<file path="src/rtl/looper_jb_pkg.sv">
// Shared types and width defaults for the base-jump responder.
package looper_jb_pkg;

  localparam int JB_DATA_W    = 16;
  localparam int JB_REG_IDX_W = 4;

  typedef enum logic [1:0] {
    IDLE = 2'd0,
    WAIT = 2'd1,
    READ = 2'd2
  } jb_state_e;

endpackage

</file>
<file path="src/rtl/jb_wb_match.sv">
// Writeback snoop: compares every writeback port against the pending base
// register and returns the data of the lowest-indexed matching port.
module jb_wb_match
  import looper_jb_pkg::*;
#(
  parameter int DATA_W    = JB_DATA_W,
  parameter int REG_IDX_W = JB_REG_IDX_W,
  parameter int WB_PORTS  = 2
) (
  input  logic [WB_PORTS-1:0]           wb_valid,
  input  logic [WB_PORTS*REG_IDX_W-1:0] wb_reg,
  input  logic [WB_PORTS*DATA_W-1:0]    wb_data,
  input  logic [REG_IDX_W-1:0]          match_reg,
  output logic                          hit,
  output logic [DATA_W-1:0]             data
);

  // Walk ports from highest to lowest so the lowest matching index is written last and wins.
  always_comb begin
    hit  = 1'b0;
    data = '0;
    for (int i = WB_PORTS - 1; i >= 0; i--) begin
      if (wb_valid[i] && (wb_reg[i*REG_IDX_W +: REG_IDX_W] == match_reg)) begin
        hit  = 1'b1;
        data = wb_data[i*DATA_W +: DATA_W];
      end
    end
  end

endmodule

</file>
<file path="src/rtl/jump_base_server.sv">
// Register-file-side responder for register-based jumps. Holds one request,
// waits for the base register to leave the scoreboard, reads it from the RF
// and returns it with a single-cycle jump_base_rdy pulse.
// Build option: define JBASE_WB_BYPASS_EN to capture the base straight from
// a matching writeback bus while waiting (no RF read is issued in that case).
module jump_base_server
  import looper_jb_pkg::*;
#(
  parameter int DATA_W    = JB_DATA_W,
  parameter int REG_IDX_W = JB_REG_IDX_W,
  parameter int WB_PORTS  = 2,
  parameter int WCNT_W    = 8
) (
  input  logic                          clk,
  input  logic                          rst_n,
  input  logic                          has_mispredict,
  input  logic                          req_valid,
  input  logic [REG_IDX_W-1:0]          req_reg,
  output logic                          req_ready,
  input  logic [2**REG_IDX_W-1:0]       reg_busy,
  output logic                          rf_rd_en,
  output logic [REG_IDX_W-1:0]          rf_rd_addr,
  input  logic [DATA_W-1:0]             rf_rd_data,
  input  logic [WB_PORTS-1:0]           wb_valid,
  input  logic [WB_PORTS*REG_IDX_W-1:0] wb_reg,
  input  logic [WB_PORTS*DATA_W-1:0]    wb_data,
  output logic [DATA_W-1:0]             jump_base,
  output logic                          jump_base_rdy,
  output logic [WCNT_W-1:0]             wait_cnt
);

  jb_state_e             state_q;
  logic [REG_IDX_W-1:0]  reg_q;
  logic [DATA_W-1:0]     jump_base_q;
  logic                  rdy_q;
  logic [WCNT_W-1:0]     wait_cnt_q;
  logic [WCNT_W-1:0]     wait_cnt_d;

  logic                  bypass_hit;
  logic [DATA_W-1:0]     bypass_data;

  // Counter sticks at all-ones so very long stalls still read as "maximum".
  function automatic logic [WCNT_W-1:0] sat_inc(input logic [WCNT_W-1:0] v);
    return (&v) ? v : v + 1'b1;
  endfunction

`ifdef JBASE_WB_BYPASS_EN
  jb_wb_match #(
    .DATA_W   (DATA_W),
    .REG_IDX_W(REG_IDX_W),
    .WB_PORTS (WB_PORTS)
  ) u_wb_match (
    .wb_valid (wb_valid),
    .wb_reg   (wb_reg),
    .wb_data  (wb_data),
    .match_reg(reg_q),
    .hit      (bypass_hit),
    .data     (bypass_data)
  );
`else
  assign bypass_hit  = 1'b0;
  assign bypass_data = '0;
  logic unused_wb;
  assign unused_wb = ^{wb_valid, wb_reg, wb_data};
`endif

  // Handshake and RF strobe decode straight from state; a bypass hit suppresses the read.
  always_comb begin
    req_ready  = (state_q == IDLE);
    rf_rd_en   = (state_q == WAIT) && !reg_busy[reg_q] && !bypass_hit;
    rf_rd_addr = reg_q;
    wait_cnt_d = sat_inc(wait_cnt_q);
  end

  assign jump_base     = jump_base_q;
  assign jump_base_rdy = rdy_q;
  assign wait_cnt      = wait_cnt_q;

  // Request FSM with registered response; flush overrides every transition.
  always_ff @(posedge clk or negedge rst_n) begin
    if (!rst_n) begin
      state_q     <= IDLE;
      reg_q       <= '0;
      jump_base_q <= '0;
      rdy_q       <= 1'b0;
      wait_cnt_q  <= '0;
    end else begin
      rdy_q <= 1'b0;
      if (has_mispredict) begin
        state_q <= IDLE;
      end else begin
        case (state_q)
          IDLE: begin
            if (req_valid) begin
              reg_q      <= req_reg;
              wait_cnt_q <= '0;
              state_q    <= WAIT;
            end
          end
          WAIT: begin
            wait_cnt_q <= wait_cnt_d;
            if (bypass_hit) begin
              jump_base_q <= bypass_data;
              rdy_q       <= 1'b1;
              state_q     <= IDLE;
            end else if (!reg_busy[reg_q]) begin
              state_q <= READ;
            end
          end
          READ: begin
            jump_base_q <= rf_rd_data;
            rdy_q       <= 1'b1;
            state_q     <= IDLE;
          end
          default: state_q <= IDLE;
        endcase
      end
    end
  end

endmodule

</file>
<file path="config.mk">
export PLATFORM = sky130hd
export DESIGN_NAME = jump_base_server
export DESIGN_NICKNAME = d
export VERILOG_FILES = /design/src/rtl/looper_jb_pkg.sv /design/src/rtl/jb_wb_match.sv /design/src/rtl/jump_base_server.sv
export SDC_FILE = /design/constraint.sdc
export NUM_CORES = 1
export LEC_CHECK = 0
export BUFFER_PORTS_ARGS = -buffer_cell sky130_fd_sc_hd__buf_2
export CAP_MARGIN = 0
export CORE_ASPECT_RATIO = 2
export CORE_MARGIN = 8
export CORE_UTILIZATION = 36
export CTS_BUF_LIST = sky130_fd_sc_hd__clkbuf_2 sky130_fd_sc_hd__clkbuf_4 sky130_fd_sc_hd__clkbuf_8
export CTS_CLUSTER_DIAMETER = 80
export DETAILED_ROUTE_END_ITERATION = 8
export GPL_ROUTABILITY_DRIVEN = 0
export GPL_TIMING_DRIVEN = 0
export HOLD_SLACK_MARGIN = 0.1
export MAX_ROUTING_LAYER = met4
export PLACE_DENSITY = 0.77
export SETUP_SLACK_MARGIN = 0.15
export SYNTH_ARGS = -nofsm -noshare
export SYNTH_HDL_FRONTEND = slang
export SYNTH_SLANG_ARGS = --single-unit
</file>
<file path="constraint.sdc">
create_clock -name clk -period 1.8 [get_ports clk]
set_clock_uncertainty 0.2 [all_clocks]
set_input_delay 0.09 -clock clk [delete_from_list [all_inputs] [get_ports clk]]
set_output_delay 0.09 -clock clk [all_outputs]
set_load 0.005 [all_outputs]
</file>
==> results.md, run 1 <==
- Die ar.: 6394 um2
- Post-synth top area share: 53.96%
- CP top delay family: multiplexers
- DP Worst Slack: -0.1591 ns
- Total Power: 2.578 mW
- Worst-path clk slew: 0.06 ns
- Startpoint class of the critical path: register
- Leakage power: 1.130 nW
- #FFs+latches synth: 31
- Syn Std Cell Area: 1438 um2
- Comb pwr share: 37.7%
- Hold-fix buffer count after cts: 23
- Clock period minus worst slack: 2.226 ns
- Top cells by area, synth: dfrtp_1 54%, mux2_2 13%, mux4_1 7.3%
- Number of global-route vias before repair: 1441
- Die width: 60.69 um
- Req. time, crit path: 1.51 ns
- Syn Inst Count: 114
- Distinct cells, synth: 25
- Area growth, synth to finish: 58.92%
- Power per cell area: 1128 nW/um2
- Starting density of the core: 37.40%
- Final period util: 123.7%
- Max VDD drop: 0.6972 mV
- I/O Buffers: 70
- Site Rows: 32
- Total track usage: 14.55%
- Critical path endpoint category: output pin
- Clock power frac: 21.0%
- Maximum clock insertion buffer count: 2
- Num Clock Sinks: 31
- Layout cells sized above 1: 52.53%
- YS warnings: 0
- CP max-delay cell: mux4_2
- Core ar.: 3844 um2
- DRC Markers: 0
- H-tree level count: 2
- Relative slew slack: 34.94%
- Number of max-slew violations in the final report: 0
- Nets@finish: 300
- Initial DRT Pass Iterations: 4
- Power Internal: 1.823 mW
- Top_reg_cell synth: dfrtp_1
- Final setup violation count: 13
- Initial drt markers: 32
- Die H: 105.4 um
- Crit path cell chain: buf_6 > mux4_2 > mux2i_2 > mux2_4 > and3b_1 > buf_2
- Most frequent cells in the layout: 70 x buf_2, 29 x dfrtp_1, 22 x dlygate4sd3_1, 18 x nand2_1, 17 x mux2_4
- Hold Violations, Final: 1
- Largest net degree at the start of global routing: 32
- Vias per cell: 5.030
- Mapped Avg Cell Area: 12.61 um2
- Worst Path Arrival: 1.94 ns
- Sequential area share after synthesis: 53.96%
- Most common cell after layout, fill and taps aside: buf_2
- Initial antenna violation count: 0
- Syn nets: 197
- Seq pwr share: 41.3%
- Failing checks: hold timing, setup timing
- Fillers: 342
- Final Instance Area: 2285 um2
- CP Max Fanout: 5
- DP Cell Count: 235
- HPWL after DPL: 3206 um
- Crit Path Category: register to output pin
- Slowest stage delay, CP: 0.51 ns
- Io pins: 113
- WL/cell: 17.09 um
- Number of buffers created by CTS: 5
- First-pass GRT wire length: 6927 um
- Switching Fraction: 29.30%
- Worst-margin pin slew: 0.9733 ns
- Max-Cap Viols: 0
- RSZ-0062 raised after global routing: yes
- EDFF count, synth: 0
- Sequential Area: 778.2 um2
- Via count: 1348
- TritonCTS clock tree: built
- PnR worst setup slack: -0.4259 ns
- Setup_tns: -1.157 ns
- N_diodes: 0
- Fraction of registers with async set/reset: 100.0%
- Clock Latency Late Sink: 0.28 ns
- Leading area contributor after synthesis: dfrtp_1
- Fin util: 59.44%
- Status: finished, violations left
- WL final: 4581 um
- Multi-input logic area: 701.9 um2
- Finished Layout Cells: 268
- Post-DP Area: 1886 um2
- DRT antenna net count: 0
- Final hold slack: -0.006905 ns
- FMAX: 449.3 MHz
- Switching pwr: 755.3 uW
- Total gr overflow: 0
- Clock Tree Root: clkbuf_8
- Worst hold path class: input port to register
- WP buf/inv: 2
## flip-flops by register name, indices dropped and copies added (netlist names)
register / cells
jump_base: 16
wait_cnt: 8
rf_rd_addr: 4
state_q: 2
jump_base_rdy: 1
## logic make-up after synthesis
logic type | after synthesis | synth area share [%]
muxes | 23 | 22.02
and+or+nand+nor | 38 | 14.36
AOI/OAI and AO/OA | 16 | 6.267
buffers and inverters | 5 | 2.524
adders and majority gates | 1 | 0.8702
DFF | 31 | 53.96
## what timing repair did
| item | in CTS | in global routing |
|---|---|---|
| pin swaps | 2 | 1 |
| setup buffers | 3 | 0 |
| resized for setup | 3 | 16 |
| endpoints found under the setup margin | 28 | 24 |
| endpoints found under the hold margin | 60 | 8 |
| cloned | 0 | 1 |
## worst paths after layout
| path | start | endpoint | slack, ns | cells after the start |
|---|---|---|---|---|
| max in group asynchronous | rst_n | wait_cnt[1]$_DFFE_PN0P_ | 0.70 | 2 |
| min in group asynchronous | rst_n | jump_base[15]$_DFFE_PN0P_ | 0.20 | 2 |
| setup / recovery | rf_rd_addr[2]$_DFFE_PN0P_ | rf_rd_en | -0.43 | 6 |
| hold reg to reg | jump_base[4]$_DFFE_PN0P_ | jump_base[4]$_DFFE_PN0P_ | 0.30 | 1 |
| hold / removal | has_mispredict | jump_base_rdy$_DFF_PN0_ | -0.007 | 3 |
| setup reg to reg | rf_rd_addr[2]$_DFFE_PN0P_ | state_q[1]$_DFFE_PN0P_ | -0.12 | 6 |
## cell usage after synthesis (all sizes together), types with 2 or more instances
cell type  count
dfrtp         31
nand2         18
mux2          17
a21oi          6
o21ai          6
buf            4
mux4           4
nand3          3
o31ai          3
or3            3
or4            3
mux2i          2
nand4          2
nor2           2
## per-layer routing
metal / track usage, % / vias to the layer above / part of all wire [%]
li1: - / 622 / -
met1: 12.35 / 661 / 32
met2: 27.17 / 52 / 58
met3: 4.019 / 13 / 6.2
met4: 6.218 / 0 / 3.0
met5: - / - / 0
## worst reg2reg max path, cell delays in order (launching register included)
cell and delay [ns]:
dfrtp_1 0.37, buf_6 0.14, mux4_2 0.51, mux2i_2 0.20, mux2_4 0.19, buf_4 0.10
and3_4 0.16
## cell type report
| cell class | count | share of cell area, % |
|---|---|---|
| Timing Repair Buffer | 96 | 26.62 |
| Tap cell | 51 | 2.793 |
| Clock buffer | 6 | 3.614 |
| Multi-Input combinational cell | 78 | 30.72 |
| Buffer | 4 | 1.807 |
| Sequential cell | 31 | 34.06 |
| Inverter | 1 | 0.1643 |
| Clock inverter | 1 | 0.2191 |
## power by group through the flow
| stage | Sequential [mW] | Clock [mW] | Combinational [mW] |
|---|---|---|---|
| after floorplan | 1.07 | 0 | 0.445 |
| after global placement | 1.04 | 0 | 0.815 |
| after detailed placement | 1.05 | 0 | 0.833 |
| after CTS | 1.04 | 0.555 | 0.912 |
| after global routing | 1.09 | 0.588 | 1.05 |
| final | 1.06 | 0.541 | 0.972 |
(Power assumes the default switching activity.)
==> inputs of run 2 (changes only) <==
CORE_ASPECT_RATIO = 0.6   (was 2)
CTS_CLUSTER_SIZE = 20   (was default)
==> results.md, run 2 (same netlist as run 1, synthesis figures left out) <==
- DRC Markers: 0
- Layout cells sized above 1: 61.02%
- Worst hold path class: input port to register
- Max reg flops: 16
- Clock period minus worst slack: 2.170 ns
- Initial drt markers: 49
- Max VDD drop: 0.6313 mV
- Final hold slack: 0.1402 ns
- Final period util: 120.5%
- Number of max-slew violations in the final report: 0
- First-pass GRT wire length: 7107 um
- Io pins: 113
- N_diodes: 0
- WP buf/inv: 2
- Initial antenna violation count: 0
- Nets@finish: 318
- Critical path endpoint category: output pin
- Crit Path Category: register to output pin
- Hold depth: 4
- DP Cell Count: 231
- Number of global-route vias before repair: 1429
- Number of buffers created by CTS: 5
- Status: finished, violations left
- TritonCTS clock tree: built
- Die ar.: 6338 um2
- Clock Latency Late Sink: 0.28 ns
- Total gr overflow: 0
- Finished Layout Cells: 283
- M1 WL: 2111 um
- Most common cell after layout, fill and taps aside: buf_2
- Most frequent cells in the layout: 71 x buf_2, 29 x dfrtp_1, 23 x dlygate4sd3_1, 18 x buf_4, 17 x mux2_4
- Worst-path clk slew: 0.07 ns
- Total Power: 2.724 mW
- Req. time, crit path: 1.51 ns
- Die width: 97.58 um
- Leakage power: 1.247 nW
- Startpoint class of the critical path: register
- Hold Violations, Final: 0
- Slowest stage delay, CP: 0.51 ns
- Area growth, synth to finish: 72.50%
- PnR worst setup slack: -0.3697 ns
- Vias per cell: 4.799
- DRT antenna net count: 0
- Clock Tree Root: clkbuf_8
- Relative slew slack: 55.43%
- Setup_tns: -0.5450 ns
- Total track usage: 14.28%
- Max-Cap Viols: 0
- I/O Buffers: 70
- Num Clock Sinks: 31
- RSZ-0062 raised after global routing: yes
- Site Rows: 17
- Largest net degree at the start of global routing: 32
- Failing checks: setup timing
- Crit path cell chain: buf_6 > mux4_2 > mux2i_1 > mux2_4 > and3b_1 > buf_2
- FMAX: 460.9 MHz
- WL/cell: 16.51 um
- Metal3 WL: 180 um
- Met2 WL: 2346 um
- CP top delay family: multiplexers
- Maximum clock insertion buffer count: 2
- HPWL after DPL: 3088 um
- Worst Path Arrival: 1.88 ns
- R2r setup slk: -0.05 ns
- Via count: 1358
- Worst-margin pin slew: 0.6685 ns
- R2R cell count: 6
- CP Max Fanout: 5
- Initial DRT Pass Iterations: 4
- Core ar.: 3744 um2
- H-tree level count: 2
- Starting density of the core: 38.40%
- Die H: 64.95 um
- Top sig layer: met4
- WL final: 4673 um
- Final setup violation count: 6
- Cell depth of the worst setup path: 6
- CP max-delay cell: mux4_2
- Power per cell area: 1098 nW/um2
run 2: changes by cell type in the layout (fill, tap and decap cells not counted), moves of 4 or more:
cell,previous run,this run
a21oi_1,6,2
a21oi_2,0,4
o21ai_0,5,0
buf_4,3,18
o21ai_2,0,4
run 2: path summary, 6_finish.rpt:
| check | start | to |
|---|---|---|
| hold / removal | has_mispredict | wait_cnt[2]$_DFFE_PN0P_ |
| max in group asynchronous | rst_n | state_q[1]$_DFFE_PN0P_ |
| hold reg to reg | jump_base[10]$_DFFE_PN0P_ | jump_base[10]$_DFFE_PN0P_ |
| min in group asynchronous | rst_n | wait_cnt[5]$_DFFE_PN0P_ |
| setup reg to reg | rf_rd_addr[2]$_DFFE_PN0P_ | state_q[1]$_DFFE_PN0P_ |
| setup / recovery | rf_rd_addr[2]$_DFFE_PN0P_ | rf_rd_en |
run 2: worst min-delay path: cells and delay by family:
| kind | cells | cell delay, ns |
|---|---|---|
| and+or+nand+nor | 1 | 0.08 |
| buffers and inverters | 2 | 0.29 |
| AOI/OAI and AO/OA | 1 | 0.11 |
run 2: area by class of cell:
class                      count  area [um2]
multi-input combinational     78       747.0
inverter                       1       3.754
buffer                         4       41.29
tap                           47       58.81
fill                         296        1264
clock buffer                   8       103.9
sequential                    31       778.2
timing repair buffer         114       747.0
run 2: power by group:
part,leakage [nW],internal [mW],switching [mW],total (mW)
Sequential,0.399,0.908,0.146,1.05
Combinational,0.793,0.675,0.386,1.06
Clock,0.0549,0.364,0.245,0.609
Total,1.25,1.95,0.777,2.72
run 2: layer usage:
metal  GRT usage (%)  up-vias
met3           4.127        4
met2           23.79       41
met5               -        -
met4           5.066        0
li1                -      657
met1           16.24      656
run 2: repair_timing:
item	in CTS	in global routing
hold endpoints to repair	60	0
buffers inserted	8	10
hold buffers	23	0
gates cloned	0	3
pin swaps	8	10
endpoints found under the setup margin	31	31
gates resized for setup	9	31
run 2: metrics by stage:
step / worst slack [ns] / instance area [um2] / utilization (%)
global placement: -0.06080 / 1881 / 50.23
finish: -0.3697 / 2480 / 66.24
global route: -0.4590 / 2480 / 66.24
CTS: -0.3483 / 2302 / 61.50
floorplan: 0.1050 / 1471 / -
detailed placement: -0.1088 / 1881 / 50.23
==> inputs of run 3 (changes only) <==
MAX_ROUTING_LAYER = default   (was met4)
==> results.md, run 3 (same netlist as run 1, synthesis figures left out) <==
- R2r setup slk: -0.06 ns
- FMAX: 458.3 MHz
- Final setup violation count: 6
- Total Power: 2.725 mW
- Final Instance Area: 2480 um2
- Final period util: 121.2%
- Power per cell area: 1099 nW/um2
- Io pins: 113
- Max VDD drop: 0.6321 mV
- Number of buffers created by CTS: 5
- Worst-path clk slew: 0.07 ns
- Most frequent cells in the layout: 71 x buf_2, 29 x dfrtp_1, 23 x dlygate4sd3_1, 18 x buf_4, 17 x mux2_4
- Die width: 97.58 um
- Starting density of the core: 38.40%
- Worst Path Arrival: 1.89 ns
- Crit Path Category: register to output pin
- Relative slew slack: 55.47%
- H-tree level count: 2
- Initial drt markers: 55
- Initial antenna violation count: 0
- Clock Latency Late Sink: 0.28 ns
- Site Rows: 17
- WL final: 4708 um
- Startpoint class of the critical path: register
- Nets@finish: 318
- First-pass GRT wire length: 7113 um
- DRC Markers: 0
- Core ar.: 3744 um2
- Layout cells sized above 1: 61.02%
- WL/cell: 16.64 um
- Die H: 64.95 um
- Maximum clock insertion buffer count: 2
- I/O Buffers: 70
- Max reg flops: 16
- Leakage power: 1.247 nW
- CP Max Fanout: 5
- Num Clock Sinks: 31
- Setup_tns: -0.5463 ns
- Req. time, crit path: 1.51 ns
- Total track usage: 13.86%
- Number of global-route vias before repair: 1429
- Failing checks: setup timing
- Initial DRT Pass Iterations: 4
- Via count: 1359
- Fin util: 66.24%
- Worst-margin pin slew: 0.6680 ns
- N_diodes: 0
- Critical path endpoint category: output pin
- Worst hold path class: input port to register
- Vias per cell: 4.802
- Max-Cap Viols: 0
- DP Cell Count: 231
- Most common cell after layout, fill and taps aside: buf_2
- Status: finished, violations left
- Clock Tree Root: clkbuf_8
- DRT antenna net count: 0
- Total gr overflow: 0
- Finished Layout Cells: 283
- Area growth, synth to finish: 72.50%
- Final hold slack: 0.1396 ns
- TritonCTS clock tree: built
- Hold Violations, Final: 0
- Die ar.: 6338 um2
- Number of max-slew violations in the final report: 0
- Post-DP Area: 1881 um2
- PnR worst setup slack: -0.3818 ns
- Largest net degree at the start of global routing: 32
- Clock period minus worst slack: 2.182 ns
- RSZ-0062 raised after global routing: yes
- HPWL after DPL: 3088 um
- DP Worst Slack: -0.1088 ns
-- run 3: cell counts in the layout (fill, tap and decap cells not counted) --
No cell type changed its count.
-- run 3: cell type report --
type	count	area, um2
clock buffers	8	103.9
well taps	47	58.81
plain buffers	4	41.29
flip-flops and latches	31	778.2
repair buffers	114	747.0
fillers	297	1264
multi-input cells	78	747.0
inverters	1	3.754
-- run 3: final timing paths --
kind,from,end,depth (start not counted)
max in group asynchronous,rst_n,state_q[1]$_DFFE_PN0P_,2
setup reg to reg,rf_rd_addr[2]$_DFFE_PN0P_,state_q[1]$_DFFE_PN0P_,6
hold / removal,has_mispredict,wait_cnt[2]$_DFFE_PN0P_,4
min in group asynchronous,rst_n,wait_cnt[5]$_DFFE_PN0P_,2
setup / recovery,rf_rd_addr[2]$_DFFE_PN0P_,rf_rd_en,6
hold reg to reg,jump_base[10]$_DFFE_PN0P_,jump_base[10]$_DFFE_PN0P_,1
-- run 3: power breakdown --
group / total (mW) / switching, mW / internal (mW)
Combinational: 1.06 / 0.386 / 0.675
Clock: 0.610 / 0.246 / 0.364
Sequential: 1.05 / 0.146 / 0.908
Total: 2.72 / 0.778 / 1.95
-- run 3: timing repair --
| action | CTS | global route |
|---|---|---|
| pin swaps | 8 | 10 |
| endpoints found under the setup margin | 31 | 31 |
| buffers inserted | 8 | 10 |
| gates resized for setup | 9 | 31 |
| gates cloned | 0 | 3 |
| hold endpoints to repair | 60 | 0 |
| hold buffers | 23 | 0 |
-- run 3: critical path, stage by stage (launching register included) --
cell and delay [ns]:
dfrtp_1 0.36, buf_6 0.14, mux4_2 0.50, mux2i_1 0.16
mux2_4 0.18, and3b_1 0.17, buf_2 0.12
-- run 3: routing by layer --
layer | part of all wire [%] | track usage (%) | vias to the layer above | routed length (um)
li1 | - | - | 655 | -
met1 | 44 | 15.92 | 652 | 2060
met5 | 0 | 0 | - | 0
met4 | 0.89 | 5.066 | 0 | 42
met2 | 50 | 23.79 | 48 | 2363
met3 | 5.1 | 4.656 | 4 | 241
